File: config.mk
export PLATFORM = sky130hd
export DESIGN_NAME = target_manager
export DESIGN_NICKNAME = d
export VERILOG_FILES = /design/src/rtl/target_manager_pkg.sv /design/src/rtl/target_manager_lfsr16.sv /design/src/rtl/target_manager.sv
export SDC_FILE = /design/constraint.sdc
export NUM_CORES = 1
export LEC_CHECK = 0
export ABC_CLOCK_PERIOD_IN_PS = 6620
export CORE_ASPECT_RATIO = 0.9
export CORE_MARGIN = 3
export CORE_UTILIZATION = 45
export CTS_CLUSTER_DIAMETER = 50
export CTS_CLUSTER_SIZE = 25
export DETAILED_ROUTE_END_ITERATION = 8
export GPL_TIMING_DRIVEN = 0
export PLACE_DENSITY = 0.76
export SLEW_MARGIN = 5
export SYNTH_ARGS = -nofsm -noshare
export SYNTH_HDL_FRONTEND = slang
export SYNTH_HIERARCHICAL = 1
export SYNTH_SLANG_ARGS = --single-unit
File: constraint.sdc
create_clock -name clk -period 6.62 [get_ports clk]
set_clock_uncertainty 0.2 [all_clocks]
set_input_delay 0.662 -clock clk [delete_from_list [all_inputs] [get_ports clk]]
set_output_delay 0.662 -clock clk [all_outputs]
set_load 0.005 [all_outputs]
File: src/rtl/target_manager_pkg.sv
// rtl/target_manager_pkg.sv - shared FSM states, LFSR constants and screen limits for the target game blocks
package target_manager_pkg;

  typedef enum logic [2:0] {
    ST_IDLE,
    ST_QUALIFY,
    ST_ACK,
    ST_RELOCATE,
    ST_COOLDOWN
  } tm_state_e;

  localparam int LFSR_W = 16;
  // Fibonacci taps 16,14,13,11 mapped onto bits 15,13,12,10
  localparam logic [LFSR_W-1:0] LFSR_TAPS         = 16'hB400;
  localparam logic [LFSR_W-1:0] LFSR_DEFAULT_SEED = 16'hACE1;

  localparam int SCREEN_W = 640;
  localparam int SCREEN_H = 480;
  localparam int X_MARGIN = 50;
  localparam int Y_MARGIN = 50;

  function automatic logic [LFSR_W-1:0] lfsr_step(input logic [LFSR_W-1:0] s);
    return {s[LFSR_W-2:0], ^(s & LFSR_TAPS)};
  endfunction

endpackage

File: src/rtl/target_manager_lfsr16.sv
// rtl/target_manager_lfsr16.sv - free-running 16-bit Fibonacci LFSR, advances every clock
module lfsr16
  import target_manager_pkg::*;
#(
  parameter logic [LFSR_W-1:0] SEED = LFSR_DEFAULT_SEED
) (
  input  logic              clk,
  input  logic              resetn,
  output logic [LFSR_W-1:0] state
);

  // An all-zero seed would lock the register, so fall back to the default
  localparam logic [LFSR_W-1:0] RESET_VAL = (SEED == '0) ? LFSR_DEFAULT_SEED : SEED;

  logic [LFSR_W-1:0] state_q, state_d;

  always_comb begin
    state_d = lfsr_step(state_q);
  end

  always_ff @(posedge clk or negedge resetn) begin
    if (!resetn) begin
      state_q <= RESET_VAL;
    end else begin
      state_q <= state_d;
    end
  end

  assign state = state_q;

endmodule

File: src/rtl/target_manager.sv
// rtl/target_manager.sv - qualifies hits over frames, acknowledges, scores and relocates the target
module target_manager
  import target_manager_pkg::*;
#(
  parameter int                HIT_FRAMES      = 3,
  parameter int                COOLDOWN_FRAMES = 30,
  parameter int                X_MIN           = X_MARGIN,
  parameter int                X_MAX           = SCREEN_W - X_MARGIN,
  parameter int                Y_MIN           = Y_MARGIN,
  parameter int                Y_MAX           = SCREEN_H - Y_MARGIN,
  parameter int                X_INIT          = SCREEN_W / 2,
  parameter int                Y_INIT          = SCREEN_H / 2,
  parameter int                TARGET_SIZE     = 50,
  parameter logic [LFSR_W-1:0] LFSR_SEED       = LFSR_DEFAULT_SEED,
  parameter int                RELOCATE_MAX    = 64
) (
  input  logic        clk,
  input  logic        resetn,
  input  logic        frame_tick,
  input  logic        enable,
  input  logic        hit,
  output logic        hitAck,
  output logic [11:0] targetCoord_X,
  output logic [11:0] targetCoord_Y,
  output logic [7:0]  targetSize,
  output logic [15:0] score,
  output logic        busy
);

  localparam int CNT_W = 16;
  localparam logic [CNT_W-1:0] HIT_N      = CNT_W'(HIT_FRAMES);
  localparam logic [CNT_W-1:0] COOL_N     = CNT_W'(COOLDOWN_FRAMES);
  localparam logic [CNT_W-1:0] RELOC_LAST = CNT_W'(RELOCATE_MAX - 1);
  localparam logic [11:0]      X_BASE     = 12'(X_MIN);
  localparam logic [11:0]      Y_BASE     = 12'(Y_MIN);
  localparam logic [11:0]      X_SPAN     = 12'(X_MAX - X_MIN);
  localparam logic [11:0]      Y_SPAN     = 12'(Y_MAX - Y_MIN);

  tm_state_e         state_q, state_d;
  logic [CNT_W-1:0]  cnt_q, cnt_d;
  logic [CNT_W-1:0]  reloc_q, reloc_d;
  logic              x_done_q, x_done_d;
  logic              y_done_q, y_done_d;
  logic [11:0]       x_q, x_d;
  logic [11:0]       y_q, y_d;
  logic [15:0]       score_q, score_d;
  logic [LFSR_W-1:0] lfsr;

  logic [11:0] cand_x, cand_y;
  logic        x_ok, y_ok, reloc_last;

  lfsr16 #(.SEED(LFSR_SEED)) u_lfsr (
    .clk   (clk),
    .resetn(resetn),
    .state (lfsr)
  );

  assign cand_x     = {2'b00, lfsr[9:0]};
  assign cand_y     = {3'b000, lfsr[15:7]};
  assign x_ok       = (cand_x <= X_SPAN);
  assign y_ok       = (cand_y <= Y_SPAN);
  assign reloc_last = (reloc_q == RELOC_LAST);

  always_comb begin
    state_d  = state_q;
    cnt_d    = cnt_q;
    reloc_d  = reloc_q;
    x_done_d = x_done_q;
    y_done_d = y_done_q;
    x_d      = x_q;
    y_d      = y_q;
    score_d  = score_q;

    case (state_q)
      ST_IDLE: begin
        if (enable && frame_tick && hit) begin
          if (HIT_FRAMES <= 1) begin
            state_d = ST_ACK;
          end else begin
            state_d = ST_QUALIFY;
            cnt_d   = CNT_W'(1);
          end
        end
      end

      ST_QUALIFY: begin
        if (!enable) begin
          state_d = ST_IDLE;
          cnt_d   = '0;
        end else if (frame_tick) begin
          if (!hit) begin
            state_d = ST_IDLE;
            cnt_d   = '0;
          end else if (cnt_q + CNT_W'(1) >= HIT_N) begin
            state_d = ST_ACK;
            cnt_d   = '0;
          end else begin
            cnt_d = cnt_q + CNT_W'(1);
          end
        end
      end

      ST_ACK: begin
        score_d  = (score_q == 16'hFFFF) ? score_q : score_q + 16'd1;
        x_done_d = 1'b0;
        y_done_d = 1'b0;
        reloc_d  = '0;
        state_d  = ST_RELOCATE;
      end

      ST_RELOCATE: begin
        reloc_d = reloc_q + CNT_W'(1);
        // Rejection sampling per axis; on timeout an out-of-range candidate is clamped to the span
        if (!x_done_q && (x_ok || reloc_last)) begin
          x_d      = X_BASE + (x_ok ? cand_x : X_SPAN);
          x_done_d = 1'b1;
        end
        if (!y_done_q && (y_ok || reloc_last)) begin
          y_d      = Y_BASE + (y_ok ? cand_y : Y_SPAN);
          y_done_d = 1'b1;
        end
        if (((x_done_q || x_ok) && (y_done_q || y_ok)) || reloc_last) begin
          state_d = ST_COOLDOWN;
          cnt_d   = '0;
        end
      end

      ST_COOLDOWN: begin
        // A hit still held past the cooldown keeps us here so one overlap scores once
        if (cnt_q >= COOL_N && !hit) begin
          state_d = ST_IDLE;
          cnt_d   = '0;
        end else if (frame_tick && cnt_q < COOL_N) begin
          cnt_d = cnt_q + CNT_W'(1);
        end
      end

      default: begin
        state_d = ST_IDLE;
        cnt_d   = '0;
      end
    endcase
  end

  always_ff @(posedge clk or negedge resetn) begin
    if (!resetn) begin
      state_q  <= ST_IDLE;
      cnt_q    <= '0;
      reloc_q  <= '0;
      x_done_q <= 1'b0;
      y_done_q <= 1'b0;
      x_q      <= 12'(X_INIT);
      y_q      <= 12'(Y_INIT);
      score_q  <= '0;
    end else begin
      state_q  <= state_d;
      cnt_q    <= cnt_d;
      reloc_q  <= reloc_d;
      x_done_q <= x_done_d;
      y_done_q <= y_done_d;
      x_q      <= x_d;
      y_q      <= y_d;
      score_q  <= score_d;
    end
  end

  assign hitAck        = (state_q == ST_ACK);
  assign busy          = (state_q != ST_IDLE);
  assign targetCoord_X = x_q;
  assign targetCoord_Y = y_q;
  assign score         = score_q;
  assign targetSize    = 8'(TARGET_SIZE);

endmodule

Word-level counts from Yosys, hierarchy flattened. Index checks and enable logic that the tools add are counted.

Register bits: 93. Input port bits: 5. Word-level logic and storage cells: 85.

$add $sub $neg: 5. Magnitude comparators: 5. Equal/unequal tests: 14. Multiplexer cells: 24. Bitwise operators: 2. Reductions and logical operators: 26.

Operator list (number): $mux 16 (8); $pmux 16 s5 (1); $add 16x1->16 const B (3); $pmux 16 s2 (1); $mux 3 (7); $eq 16x16->1 const B (1); $eq 16x6->1 const B (1); $ge 16x2->1 const B (1); $ge 16x5->1 const B (1); $lt 16x5->1 const B (1); $reduce_xor 16->1 (1); $pmux 3 s5 (1); $add 6x10->11 const A (1); $add 6x9->10 const A (1); $le 10x10->1 const B (1); $mux 10 (1); $ne 2x2->1 const B (5); $reduce_and 2->1 (5); $reduce_and 5->1 (2); $le 9x9->1 const B (1); $mux 9 (1); $logic_and 1x1->1 (7); $eq 3x2->1 const B (2); $ne 3x3->1 const B (2); 11 further kinds (20).

Logic depth before layout (Yosys ltp).
Depth in word-level cells: 7. Mapped depth: 11. Gate-level depth less buffers: 9.

Cells and area by module. The synthesis kept the hierarchy.

By module, submodules not included: target_manager (instances 1, cells each 423, area each 4027.6 um^2, sequential area each 1859.3 um^2); lfsr16 (instances 1, cells each 34, area each 549.3 um^2, sequential area each 410.4 um^2).

Worst setup path before layout. OpenSTA, ideal clock, no wires.

Kind: register to register. Start point: register cnt_q[1]. End point: register state_q[0]. Arrival time: 2.324 ns. Required time: 6.295 ns. Setup slack: 3.971 ns. Stages on the path, launching flop included: 9. Buffers on the path: 0. Period minus slack after synthesis: 2.649 ns. Cell sequence: dfrtp_1 ha_1 inv_1 or4b_1 o21a_1 a2bb2oi_1 nor4_4 nand2b_1 mux2_2.

Word-level cells in the longest chain between the ends: 4. Elaborated cells on any way between the ends: 7. Classes of those cells: add/sub: 1; order compare: 2; eq/ne: 2; reduce/logical: 2.

RTL lines: start: declaration (line target_manager.sv:40) `logic [CNT_W-1:0] cnt_q, cnt_d;`; start signal: assignment (line target_manager.sv:157) `cnt_q <= cnt_d;`; $add 16x1->16 / $ge 16x5->1 (equally long branches) (line target_manager.sv:94, target_manager.sv:130); $ge 16x2->1 / $logic_and 1x1->1 (equally long branches) (line target_manager.sv:94, target_manager.sv:130); $ne 4x4->1 (no line) / $ne 2x2->1 (equally long branches); $reduce_and 5->1 (no line) *; end signal: assignment (line target_manager.sv:156) `state_q <= state_d;`; end: declaration (line target_manager.sv:39) `tm_state_e state_q, state_d;`.

Mark *: on every way between the ends. The rest lies on a longest branch, timed or not. A chain may end at the register's enable or synchronous reset.

Worst setup path in the final report.
Start point: register state_q[2]. End point: output hitAck.

Word-level cells in the longest chain between the ends: 1.

RTL lines: $eq 3x2->1 (line target_manager.sv:167) `assign hitAck = (state_q == ST_ACK);`; end: declaration (line target_manager.sv:22) `output logic hitAck,`.

No other way between the ends.

==> flow_summary.ini <==
[global_routing]
grtUsageTotal_pct = 17.44
grt_pass1_vias = 3424
grt_max_degree = 71
grt_pass1_wl_mm = 16.38
grt_remaining_overflow = 0
antenna_found_initial = 0

[detailed_routing]
wl_met1_mm = 4.468
drc_errors = 0
dr_wl_met3_um = 247
dr_wl_met2_mm = 4.530
wire_per_inst_um = 14.44
routed_wl_mm = 9.412
drt_iter0_markers = 192
top_layer_used = met4
drtAntennaViolNets = 0
routed_via_density = 5.340
drtPass1Iterations = 6
via_count = 3482

[critical_path]
crit_start = state_q[2]$_DFFE_PN0P_
cp-end-kind = output pin
r2r_cells = 8
regToRegStartpoint = cnt_q[1]$_DFFE_PN0P_
arrival_ps = 2230
r2r-end = state_q[0]$_DFFE_PN0P_
crit_fanout = 8
crit_required_ps = 5760
cp-start-kind = register
critPathKind = reg -> out
rrSetupSlack_ps = 3680

[timing]
finalCriticalPeriod_ps = 3092
rsz0062_at_grt = false
slew_viol_final = 0
max_freq_mhz = 323.4
hold_violations = 0
tightest_slew_ps = 799.9
finalCritPeriodShare_pct = 46.71
setup_ws_ps = 3528
relSlewSlack_pct = 46.67
setup_viol = 0
finalSetupTns_ps = 0

[clock_tree]
hold_buffers = 0
clkSinkCount = 90
post-cts-setup-buffers = 0
clock-root-buffer = clkbuf_16
cts_tree = yes
insertion_delay_ps = 340
post_cts_resized = 0
cts_buffers = 9
clockBufferDepth = 2
clkTransAtPathRegs_ps = 70
cts_max_level = 3

[floorplan]
die-width_um = 112.3
core.rowCount = 34
fp.dieArea_um2 = 11420
die_h_um = 101.7
core_area_um2 = 9784
start_util_pct = 46.78
io_pins = 55

[yosys]
yosysSeqAreaShare_pct = 49.59
synth_top_area_share_pct = 41.55
avgSynthCellArea_um2 = 10.02
async_reset_ff_share_pct = 100.0
synth_flop_cell = dfrtp_1
synth_area_um2 = 4577
yosysTopAreaCell = dfrtp_1
yosys_register_bits = 90
synth_edf_count = 0
postSynthCellCount = 457
synth_area_leaders = dfrtp_1 (42%), dfstp_2 (8.0%), buf_4 (4.8%)
synth_cell_types = 60
yosys_warnings = 6

[min_path]
hold_path.class = in -> async

[power]
peakVddDrop_uv = 145.8
p_leak_nw = 2.551
cellPowerDensity_nw_per_um2 = 290.4

[cells_and_area]
area_delta_synth_final_pct = 21.30
n_fill_cell = 827
drive_gt1_share_pct = 14.83
final_cell_mix = dfrtp_1 (76), nand2_1 (52), clkdlybuf4s50_1 (42)
final_nets = 532
final_common_cell = dfrtp_1
antenna_cells = 0

[placement]
preCtsSetupSlack_ps = 3708
gp_congestion = 0.8686
dpl.hpwl_mm = 6.497
place.port_buffers = 43

[status]
status = complete, no violations

[run]
cap_violations = 0
[worst max-delay path by stage]
| stage | slack, ps | depth (start not counted) | endpoint |
|---|---|---|---|
| after floorplan | 3970 | 8 | state_q[0]$_DFFE_PN0P_ |
| after detailed placement | 3710 | 8 | state_q[0]$_DFFE_PN0P_ |
| after CTS | 3530 | 5 | hitAck |
| after global placement | 1510 | 1 | cnt_q[12]$_DFFE_PN0P_ |
| after global routing | 3380 | 5 | hitAck |
| final | 3530 | 5 | hitAck |
[per-layer routing]
layer | up-vias | GRT usage (%)
li1 | 1714 | -
met2 | 54 | 28.68
met1 | 1702 | 22.99
met4 | 0 | 7.671
met5 | - | 0
met3 | 12 | 2.927
[critical path, stage by stage, from the launching register on]
cell	delay, ps
dfrtp_1	440
nor2b_1	130
clkbuf_1	300
nand2_1	250
inv_1	210
clkdlybuf4s50_1	550
[sequential cells by signal, indices dropped and copies added (netlist names)]
name	cells
reloc_q	16
x_done_q	1
targetCoord_X	11
state_q	3
cnt_q	16
y_done_q	1
score	16
targetCoord_Y	10
u_lfsr/state	16
[stage by stage]
stage | cells | hold WS [ps] | cell area (um^2) | power, mW | utilization (%)
floorplan | 466 | 154.1 | 4611 | 0.9035 | -
global placement | 635 | 157.3 | 5199 | 1.047 | 53.13
detailed placement | 636 | 160.3 | 5224 | 1.060 | 53.39
CTS | 652 | 11.35 | 5552 | 1.623 | 56.74
global route | 652 | 26.33 | 5552 | 1.699 | 56.74
finish | 652 | 11.78 | 5552 | 1.612 | 56.74
[area by class of cell]
type                       instances  area (um^2)  area share, %
sequential                        90         2270          40.88
multi-input combinational        327         2046          36.85
timing repair buffer              44        455.4          8.204
buffer                            38        254.0          4.575
clock buffer                      11        242.7          4.372
tap                              126        157.7          2.840
clock inverter                     5        85.08          1.533
inverter                          11        41.29         0.7437
[logic make-up after synthesis]
family | synth area share, %
flip-flops | 49.59
multiplexers | 2.105
XOR/XNOR | 6.124
adder cells (fa/ha/maj) | 1.640
AND/OR/NAND/NOR | 21.46
other | 0.1641
AO/OA/AOI/OAI | 12.47
buffers and inverters | 6.452
[report_power, final]
part / internal [mW] / switching [mW]
logic: 0.169 / 0.210
registers: 0.610 / 0.0647
clock network: 0.343 / 0.216
total: 1.12 / 0.490
[cell usage after synthesis, types with 3 or more instances]
| master | number |
|---|---|
| clkbuf_1 | 7 |
| nor4_1 | 4 |
| o21ai_0 | 25 |
| and3_1 | 9 |
| a31oi_1 | 9 |
| xnor2_1 | 19 |
| dfrtp_1 | 76 |
| a22o_1 | 4 |
| nand2b_1 | 7 |
| nand4_1 | 14 |
| xor2_1 | 13 |
| mux2i_1 | 4 |
| nor2b_1 | 4 |
| and4_1 | 4 |
| o21a_1 | 3 |
| a21oi_1 | 11 |
| ha_1 | 6 |
| nand2_1 | 52 |
| buf_4 | 29 |
| or3_1 | 5 |
| inv_1 | 11 |
| nor2_1 | 30 |
| nand3_1 | 19 |
| nor3_1 | 7 |
| o31ai_1 | 6 |
| dfstp_2 | 14 |
| and2_1 | 17 |
| a21o_1 | 4 |
| mux2_2 | 5 |
Power figures use the tool's default switching activity.
